[config.mk]
export PLATFORM = sky130hd
export DESIGN_NAME = pipe_ctrl_flat
export DESIGN_NICKNAME = d
export VERILOG_FILES = /design/src/rtl/pipe_ctrl_pkg.sv /design/src/rtl/pipe_ctrl_if.sv /design/src/rtl/pipe_ctrl_hazard_detect.sv /design/src/rtl/pipe_ctrl.sv /design/src/flat_wrapper.sv
export SDC_FILE = /design/constraint.sdc
export NUM_CORES = 1
export LEC_CHECK = 0
export ABC_AREA = 1
export CAP_MARGIN = 30
export CORE_AREA = 2 2 59 61
export DETAILED_ROUTE_END_ITERATION = 6
export DIE_AREA = 0 0 61 63
export PLACE_DENSITY = 0.81
export SLEW_MARGIN = 30
export SYNTH_ARGS = -nofsm -noshare
export SYNTH_HDL_FRONTEND = slang
export SYNTH_SLANG_ARGS = --single-unit
[constraint.sdc]
create_clock -name clk -period 2.37 [get_ports clk]
set_input_delay 0.237 -clock clk [delete_from_list [all_inputs] [get_ports clk]]
set_output_delay 0.237 -clock clk [all_outputs]
set_load 0.01 [all_outputs]
[src/rtl/pipe_ctrl_pkg.sv]
// Shared definitions for the pipeline sequencing controller.
// Covers state encodings, register/NOP constants and the control output bundle.
package pipe_ctrl_pkg;

    localparam logic [1:0]  ST_RUN      = 2'd0;
    localparam logic [1:0]  ST_LD_STALL = 2'd1;
    localparam logic [1:0]  ST_DIV_WAIT = 2'd2;

    localparam logic [31:0] NOP_INSTR   = 32'h0000_0013;
    localparam logic [4:0]  ZERO_REG    = 5'd0;

    typedef struct packed {
        logic        pc_hold;
        logic        pc_redirect;
        logic [31:0] pc_target;
        logic        if_id_hold;
        logic        if_id_flush;
        logic        id_ex_hold;
        logic        id_ex_flush;
    } ctrl_out_t;

endpackage

[src/rtl/pipe_ctrl_if.sv]
// Event inputs and pipeline-steering outputs of the sequencing controller.
// The master side is the core datapath; the slave side is pipe_ctrl.
interface pipe_ctrl_if;

    logic [4:0]  id_rs1;
    logic [4:0]  id_rs2;
    logic        ex_load;
    logic [4:0]  ex_rd;
    logic        ex_jump;
    logic [31:0] ex_jump_addr;
    logic        ex_div_start;
    logic        div_busy;

    logic        pc_hold;
    logic        pc_redirect;
    logic [31:0] pc_target;
    logic        if_id_hold;
    logic        if_id_flush;
    logic        id_ex_hold;
    logic        id_ex_flush;
    logic        div_timeout;
    logic [1:0]  state;

    modport master (
        output id_rs1, id_rs2, ex_load, ex_rd, ex_jump, ex_jump_addr, ex_div_start, div_busy,
        input  pc_hold, pc_redirect, pc_target, if_id_hold, if_id_flush,
               id_ex_hold, id_ex_flush, div_timeout, state
    );

    modport slave (
        input  id_rs1, id_rs2, ex_load, ex_rd, ex_jump, ex_jump_addr, ex_div_start, div_busy,
        output pc_hold, pc_redirect, pc_target, if_id_hold, if_id_flush,
               id_ex_hold, id_ex_flush, div_timeout, state
    );

endinterface

[src/rtl/pipe_ctrl_hazard_detect.sv]
// Load-use compare between the load in EX and the operands being decoded.
// Purely combinational so the forwarding unit can share it.
module pipe_ctrl_hazard_detect
    import pipe_ctrl_pkg::*;
(
    input  logic       ex_load,
    input  logic [4:0] ex_rd,
    input  logic [4:0] rs1,
    input  logic [4:0] rs2,
    output logic       haz
);

    assign haz = ex_load && (ex_rd != ZERO_REG) && ((ex_rd == rs1) || (ex_rd == rs2));

endmodule

[src/rtl/pipe_ctrl.sv]
// Pipeline sequencing controller: load-use bubbles, jump flushes, divide stalls
// and a watchdog on the divider busy handshake.
//
// state       | meaning
// ST_RUN      | normal issue; jump > div_start > load-use
// ST_LD_STALL | one-cycle bubble after a load-use stall
// ST_DIV_WAIT | EX frozen until div_busy falls or the watchdog expires
module pipe_ctrl
    import pipe_ctrl_pkg::*;
#(
    parameter int DIV_TIMEOUT = 40,
    parameter int CNT_W       = 6
) (
    input  logic       clk,
    input  logic       rst,
    pipe_ctrl_if.slave bus
);

    logic [1:0]       state_q, state_nxt;
    logic [CNT_W-1:0] cnt_q, cnt_nxt;
    logic             timeout_q, timeout_nxt;
    logic             haz;
    ctrl_out_t        ctl;

    pipe_ctrl_hazard_detect u_haz (
        .ex_load (bus.ex_load),
        .ex_rd   (bus.ex_rd),
        .rs1     (bus.id_rs1),
        .rs2     (bus.id_rs2),
        .haz     (haz)
    );

    always_comb begin
        state_nxt   = state_q;
        cnt_nxt     = cnt_q;
        timeout_nxt = timeout_q;
        ctl         = '0;
        case (state_q)
            ST_RUN: begin
                if (bus.ex_jump) begin
                    ctl.pc_redirect = 1'b1;
                    ctl.pc_target   = bus.ex_jump_addr;
                    ctl.if_id_flush = 1'b1;
                    ctl.id_ex_flush = 1'b1;
                end else if (bus.ex_div_start) begin
                    ctl.pc_hold    = 1'b1;
                    ctl.if_id_hold = 1'b1;
                    ctl.id_ex_hold = 1'b1;
                    state_nxt      = ST_DIV_WAIT;
                    cnt_nxt        = '0;
                end else if (haz) begin
                    ctl.pc_hold     = 1'b1;
                    ctl.if_id_hold  = 1'b1;
                    ctl.id_ex_flush = 1'b1;
                    state_nxt       = ST_LD_STALL;
                end
            end
            ST_LD_STALL: state_nxt = ST_RUN;
            ST_DIV_WAIT: begin
                if (bus.div_busy) begin
                    ctl.pc_hold    = 1'b1;
                    ctl.if_id_hold = 1'b1;
                    ctl.id_ex_hold = 1'b1;
                    // This busy cycle is the DIV_TIMEOUT-th one: give up and release.
                    if (cnt_q >= CNT_W'(DIV_TIMEOUT - 1)) begin
                        cnt_nxt     = CNT_W'(DIV_TIMEOUT);
                        timeout_nxt = 1'b1;
                        state_nxt   = ST_RUN;
                    end else begin
                        cnt_nxt = cnt_q + 1'b1;
                    end
                end else begin
                    cnt_nxt   = '0;
                    state_nxt = ST_RUN;
                end
            end
            default: state_nxt = ST_RUN;
        endcase
    end

    always_ff @(posedge clk) begin
        if (rst) begin
            state_q   <= ST_RUN;
            cnt_q     <= '0;
            timeout_q <= 1'b0;
        end else begin
            state_q   <= state_nxt;
            cnt_q     <= cnt_nxt;
            timeout_q <= timeout_nxt;
        end
    end

    // Quiet the pipeline while reset is held, whatever the event inputs show.
    assign bus.pc_hold     = ctl.pc_hold     & ~rst;
    assign bus.pc_redirect = ctl.pc_redirect & ~rst;
    assign bus.pc_target   = rst ? 32'd0 : ctl.pc_target;
    assign bus.if_id_hold  = ctl.if_id_hold  & ~rst;
    assign bus.if_id_flush = ctl.if_id_flush & ~rst;
    assign bus.id_ex_hold  = ctl.id_ex_hold  & ~rst;
    assign bus.id_ex_flush = ctl.id_ex_flush & ~rst;
    assign bus.div_timeout = timeout_q;
    assign bus.state       = state_q;

endmodule

[src/flat_wrapper.sv]
// flat-port wrapper written by rule: the top's interface ports become plain ports
module pipe_ctrl_flat import pipe_ctrl_pkg::*;
#(
    parameter int DIV_TIMEOUT = 40,
    parameter int CNT_W       = 6
)
  (clk, rst, bus_id_rs1, bus_id_rs2, bus_ex_load, bus_ex_rd, bus_ex_jump, bus_ex_jump_addr, bus_ex_div_start, bus_div_busy, bus_pc_hold, bus_pc_redirect, bus_pc_target, bus_if_id_hold, bus_if_id_flush, bus_id_ex_hold, bus_id_ex_flush, bus_div_timeout, bus_state);
  pipe_ctrl_if bus_i ();
  input  logic clk;
  input  logic rst;
  input wire logic [$bits(bus_i.id_rs1)-1:0] bus_id_rs1;
  input wire logic [$bits(bus_i.id_rs2)-1:0] bus_id_rs2;
  input wire logic [$bits(bus_i.ex_load)-1:0] bus_ex_load;
  input wire logic [$bits(bus_i.ex_rd)-1:0] bus_ex_rd;
  input wire logic [$bits(bus_i.ex_jump)-1:0] bus_ex_jump;
  input wire logic [$bits(bus_i.ex_jump_addr)-1:0] bus_ex_jump_addr;
  input wire logic [$bits(bus_i.ex_div_start)-1:0] bus_ex_div_start;
  input wire logic [$bits(bus_i.div_busy)-1:0] bus_div_busy;
  output wire logic [$bits(bus_i.pc_hold)-1:0] bus_pc_hold;
  output wire logic [$bits(bus_i.pc_redirect)-1:0] bus_pc_redirect;
  output wire logic [$bits(bus_i.pc_target)-1:0] bus_pc_target;
  output wire logic [$bits(bus_i.if_id_hold)-1:0] bus_if_id_hold;
  output wire logic [$bits(bus_i.if_id_flush)-1:0] bus_if_id_flush;
  output wire logic [$bits(bus_i.id_ex_hold)-1:0] bus_id_ex_hold;
  output wire logic [$bits(bus_i.id_ex_flush)-1:0] bus_id_ex_flush;
  output wire logic [$bits(bus_i.div_timeout)-1:0] bus_div_timeout;
  output wire logic [$bits(bus_i.state)-1:0] bus_state;
  assign bus_i.id_rs1 = bus_id_rs1;
  assign bus_i.id_rs2 = bus_id_rs2;
  assign bus_i.ex_load = bus_ex_load;
  assign bus_i.ex_rd = bus_ex_rd;
  assign bus_i.ex_jump = bus_ex_jump;
  assign bus_i.ex_jump_addr = bus_ex_jump_addr;
  assign bus_i.ex_div_start = bus_ex_div_start;
  assign bus_i.div_busy = bus_div_busy;
  assign bus_pc_hold = bus_i.pc_hold;
  assign bus_pc_redirect = bus_i.pc_redirect;
  assign bus_pc_target = bus_i.pc_target;
  assign bus_if_id_hold = bus_i.if_id_hold;
  assign bus_if_id_flush = bus_i.if_id_flush;
  assign bus_id_ex_hold = bus_i.id_ex_hold;
  assign bus_id_ex_flush = bus_i.id_ex_flush;
  assign bus_div_timeout = bus_i.div_timeout;
  assign bus_state = bus_i.state;
  pipe_ctrl #(.DIV_TIMEOUT(DIV_TIMEOUT), .CNT_W(CNT_W)) u_core (.clk(clk), .rst(rst), .bus(bus_i));
endmodule
==> impl_metrics.toml <==
[outcome]
status = "finished, final reports clean"

[critical_path]
crit_arrival_ns = 1.91
crit_chain = "nor2_4, nand2_2, nor2_4, inv_2, buf_4, nor2_1, clkdlybuf4s50_1"
cp-start-kind = "register"
cpMaxStageDelayCell = "clkdlybuf4s50_1"
cp_max_fo = 12
cp.required_ns = 2.13
cpMostUsedCell = "nor2_4"
worstSetupPathType = "register to primary output"
critPathMaxStageDelay_ns = 0.54
end_kind = "primary output"

[timing]
setup_viol = 0
fmax_mhz = 466.2
slew_headroom_pct = 79.95
period_needed_ns = 2.145
hold_violations = 0
rsz0062_at_grt = "false"
setup_tns_ns = 0
final-max-slew-violation-count = 0
fin_crit_sh_pct = 90.50
whs_ns = 0.4641
tightestPinTransition_ns = 0.2999
fin_skew_ns = 0.005985

[die]
rows = 21
start_util_pct = 32.13
core_um2 = 3232
die_x_um = 61
pin_count = 94
die_area_um2 = 3843
die_h_um = 63

[power]
vdd_drop_max_mv = 0.2517
sw_frac_of_total_pct = 30.42
comb_power_share_pct = 49.8
p_clk_share_pct = 21.6
p_per_area_nw_per_um2 = 268.0
internal_power_w = 0.0003807
p_sw_w = 0.0001665
leakage_nw = 1.049
p_seq_share_pct = 28.6

[clocking]
post_cts_buffers = 0
clock_path_buffers = 2
cts_buffers = 3
path_clk_slew_ns = 0.06
cts_sinks = 9
root_buffer = "clkbuf_4"
htree_levels = 1
clock_latency_ns = 0.26
cts_tree = "yes"

[synthesis]
synth.distinct_cells = 25
ys_seq_area_share_pct = 17.35
synthCells = 191
ys_warn_count = 0
syn_area_um2 = 1038
synth_seq_cells = 9
synth_fp_nets = 245
syn_area_per_cell_um2 = 5.437

[place]
dp_hpwl_um = 2826
port_buffers = 93
gp_congestion = 0.8242

[global_routing]
grt_pass1_vias = 1125
antenna_found_initial = 0
grt_pass1_wl_um = 4650
grt_max_degree = 21
grt_use_total_pct = 15.46
overflow = 0

[drt]
antenna_left = 0
drt-total-wl_um = 3194
drc = 0
via_per_inst = 4.184
wl_per_cell_um = 9.650
via_count = 1385
drtIter0Drc = 44
firstDrtPassIters = 4

[cells_and_area]
num_antenna_cells = 0
drive_gt1_share_pct = 9.474
nNetsFinal = 340
area_growth_pct = 96.63

[flow_run]
drv_cap = 0

[worst_hold_path]
hold_class = "register to register"
repair_timing:
action | in CTS | in global routing
setup endpoints to repair | 0 | 3
resized for setup | 0 | 3
hold buffers | 0 | 0
placed cells by master, fill, tap and decap left out, types with 3 or more instances in the layout:
| cell | Yosys | final |
|---|---|---|
| clkdlybuf4s50_1 | 0 | 90 |
| inv_1 | 55 | 55 |
| nor2_1 | 41 | 41 |
| nand2_1 | 31 | 31 |
| dfxtp_1 | 9 | 9 |
| nor2_2 | 7 | 7 |
| nand2_2 | 6 | 6 |
| a21oi_1 | 6 | 6 |
| nand3_1 | 5 | 5 |
| o21ai_0 | 5 | 5 |
| nor2_4 | 3 | 3 |
| clkbuf_4 | 0 | 3 |
| dlymetal6s2s_1 | 0 | 3 |
stage by stage:
stage / cell area, um2 / std cells / power (W) / util (%) / worst slack, ns
floorplan: 1039 / 191 / 0.0002733 / - / 0.8964
global placement: 2008 / 327 / 0.0004326 / 62.14 / 0.1285
detailed placement: 2008 / 327 / 0.0004362 / 62.14 / 0.1053
CTS: 2034 / 331 / 0.0005538 / 62.95 / 0.1057
global route: 2042 / 331 / 0.0005828 / 63.18 / 0.1019
finish: 2042 / 331 / 0.0005472 / 63.18 / 0.2251
registers in the layout, indices dropped and copies added, names as in the netlist:
name,flops
u_core.bus.div_timeout,1
u_core.bus.state,2
u_core.cnt_q,6
synth_stat cells (all sizes together):
cell type / number / area share (%)
o22ai: 2 / 1.2
nor3: 3 / 2.5
inv: 57 / 21
nand4: 1 / 0.60
buf: 6 / 5.2
xnor2: 2 / 1.7
a21oi: 6 / 2.9
ha: 1 / 1.2
nand3b: 1 / 0.72
o21ai: 6 / 2.9
a31oi: 1 / 0.60
nor2: 51 / 22
nand2: 39 / 17
dfxtp: 9 / 17
xor2: 1 / 0.84
nand3: 5 / 2.4
worst max-delay path, delay by kind of cell, from the launching register on:
| kind | cells | cell delay (ns) |
|---|---|---|
| flip-flops | 1 | 0.36 |
| AND/OR/NAND/NOR | 4 | 0.49 |
| buffers and inverters | 3 | 0.79 |
cells by family (layout without fill, tap and decap cells):
logic type / count (synthesis) / after routing / synth area share [%]
compound gates: 15 / 15 / 7.590
xor+xnor: 3 / 3 / 2.531
fa+ha+maj: 1 / 1 / 1.205
buf+inv: 63 / 157 / 25.78
flops: 9 / 9 / 17.35
simple gates: 100 / 100 / 45.54
metal layers:
| layer | track usage [%] | part of all wire, % | vias up | wire (um) |
|---|---|---|---|---|
| li1 | - | - | 731 | - |
| met1 | 17.50 | 38 | 586 | 1228 |
| met2 | 28.90 | 51 | 66 | 1615 |
| met3 | 2.070 | 10 | 2 | 335 |
| met4 | 4.076 | 0.44 | 0 | 14 |
| met5 | 0 | 0 | - | 0 |
power groups by stage:
stage / logic, W / clock network, W / registers (W)
global placement: 0.000273 / 0 / 0.000160
finish: 0.000273 / 0.000118 / 0.000156
global route: 0.000299 / 0.000128 / 0.000157
floorplan: 0.000113 / 0 / 0.000160
CTS: 0.000277 / 0.000120 / 0.000156
detailed placement: 0.000276 / 0 / 0.000160
final cells by class:
cell class              instances  area (um2)
inverters                      57       214.0
repair buffers                 96       973.4
flip-flops and latches          9       180.2
multi-input cells             119       590.6
well taps                      46       57.56
fillers                       318        1190
clock buffers                   4       26.28
final timing paths:
check | slack (ns) | cells past startpoint | start | end
setup / recovery | 0.23 | 7 | u_core.bus.state[0] | bus_pc_target[30]
hold / removal | 0.46 | 2 | u_core.cnt_q[3] | u_core.cnt_q[3]
setup reg to reg | 1.07 | 8 | u_core.cnt_q[0] | u_core.cnt_q[4]
hold reg to reg | 0.46 | 2 | u_core.cnt_q[3] | u_core.cnt_q[3]
Power figures use the tool's default switching activity.
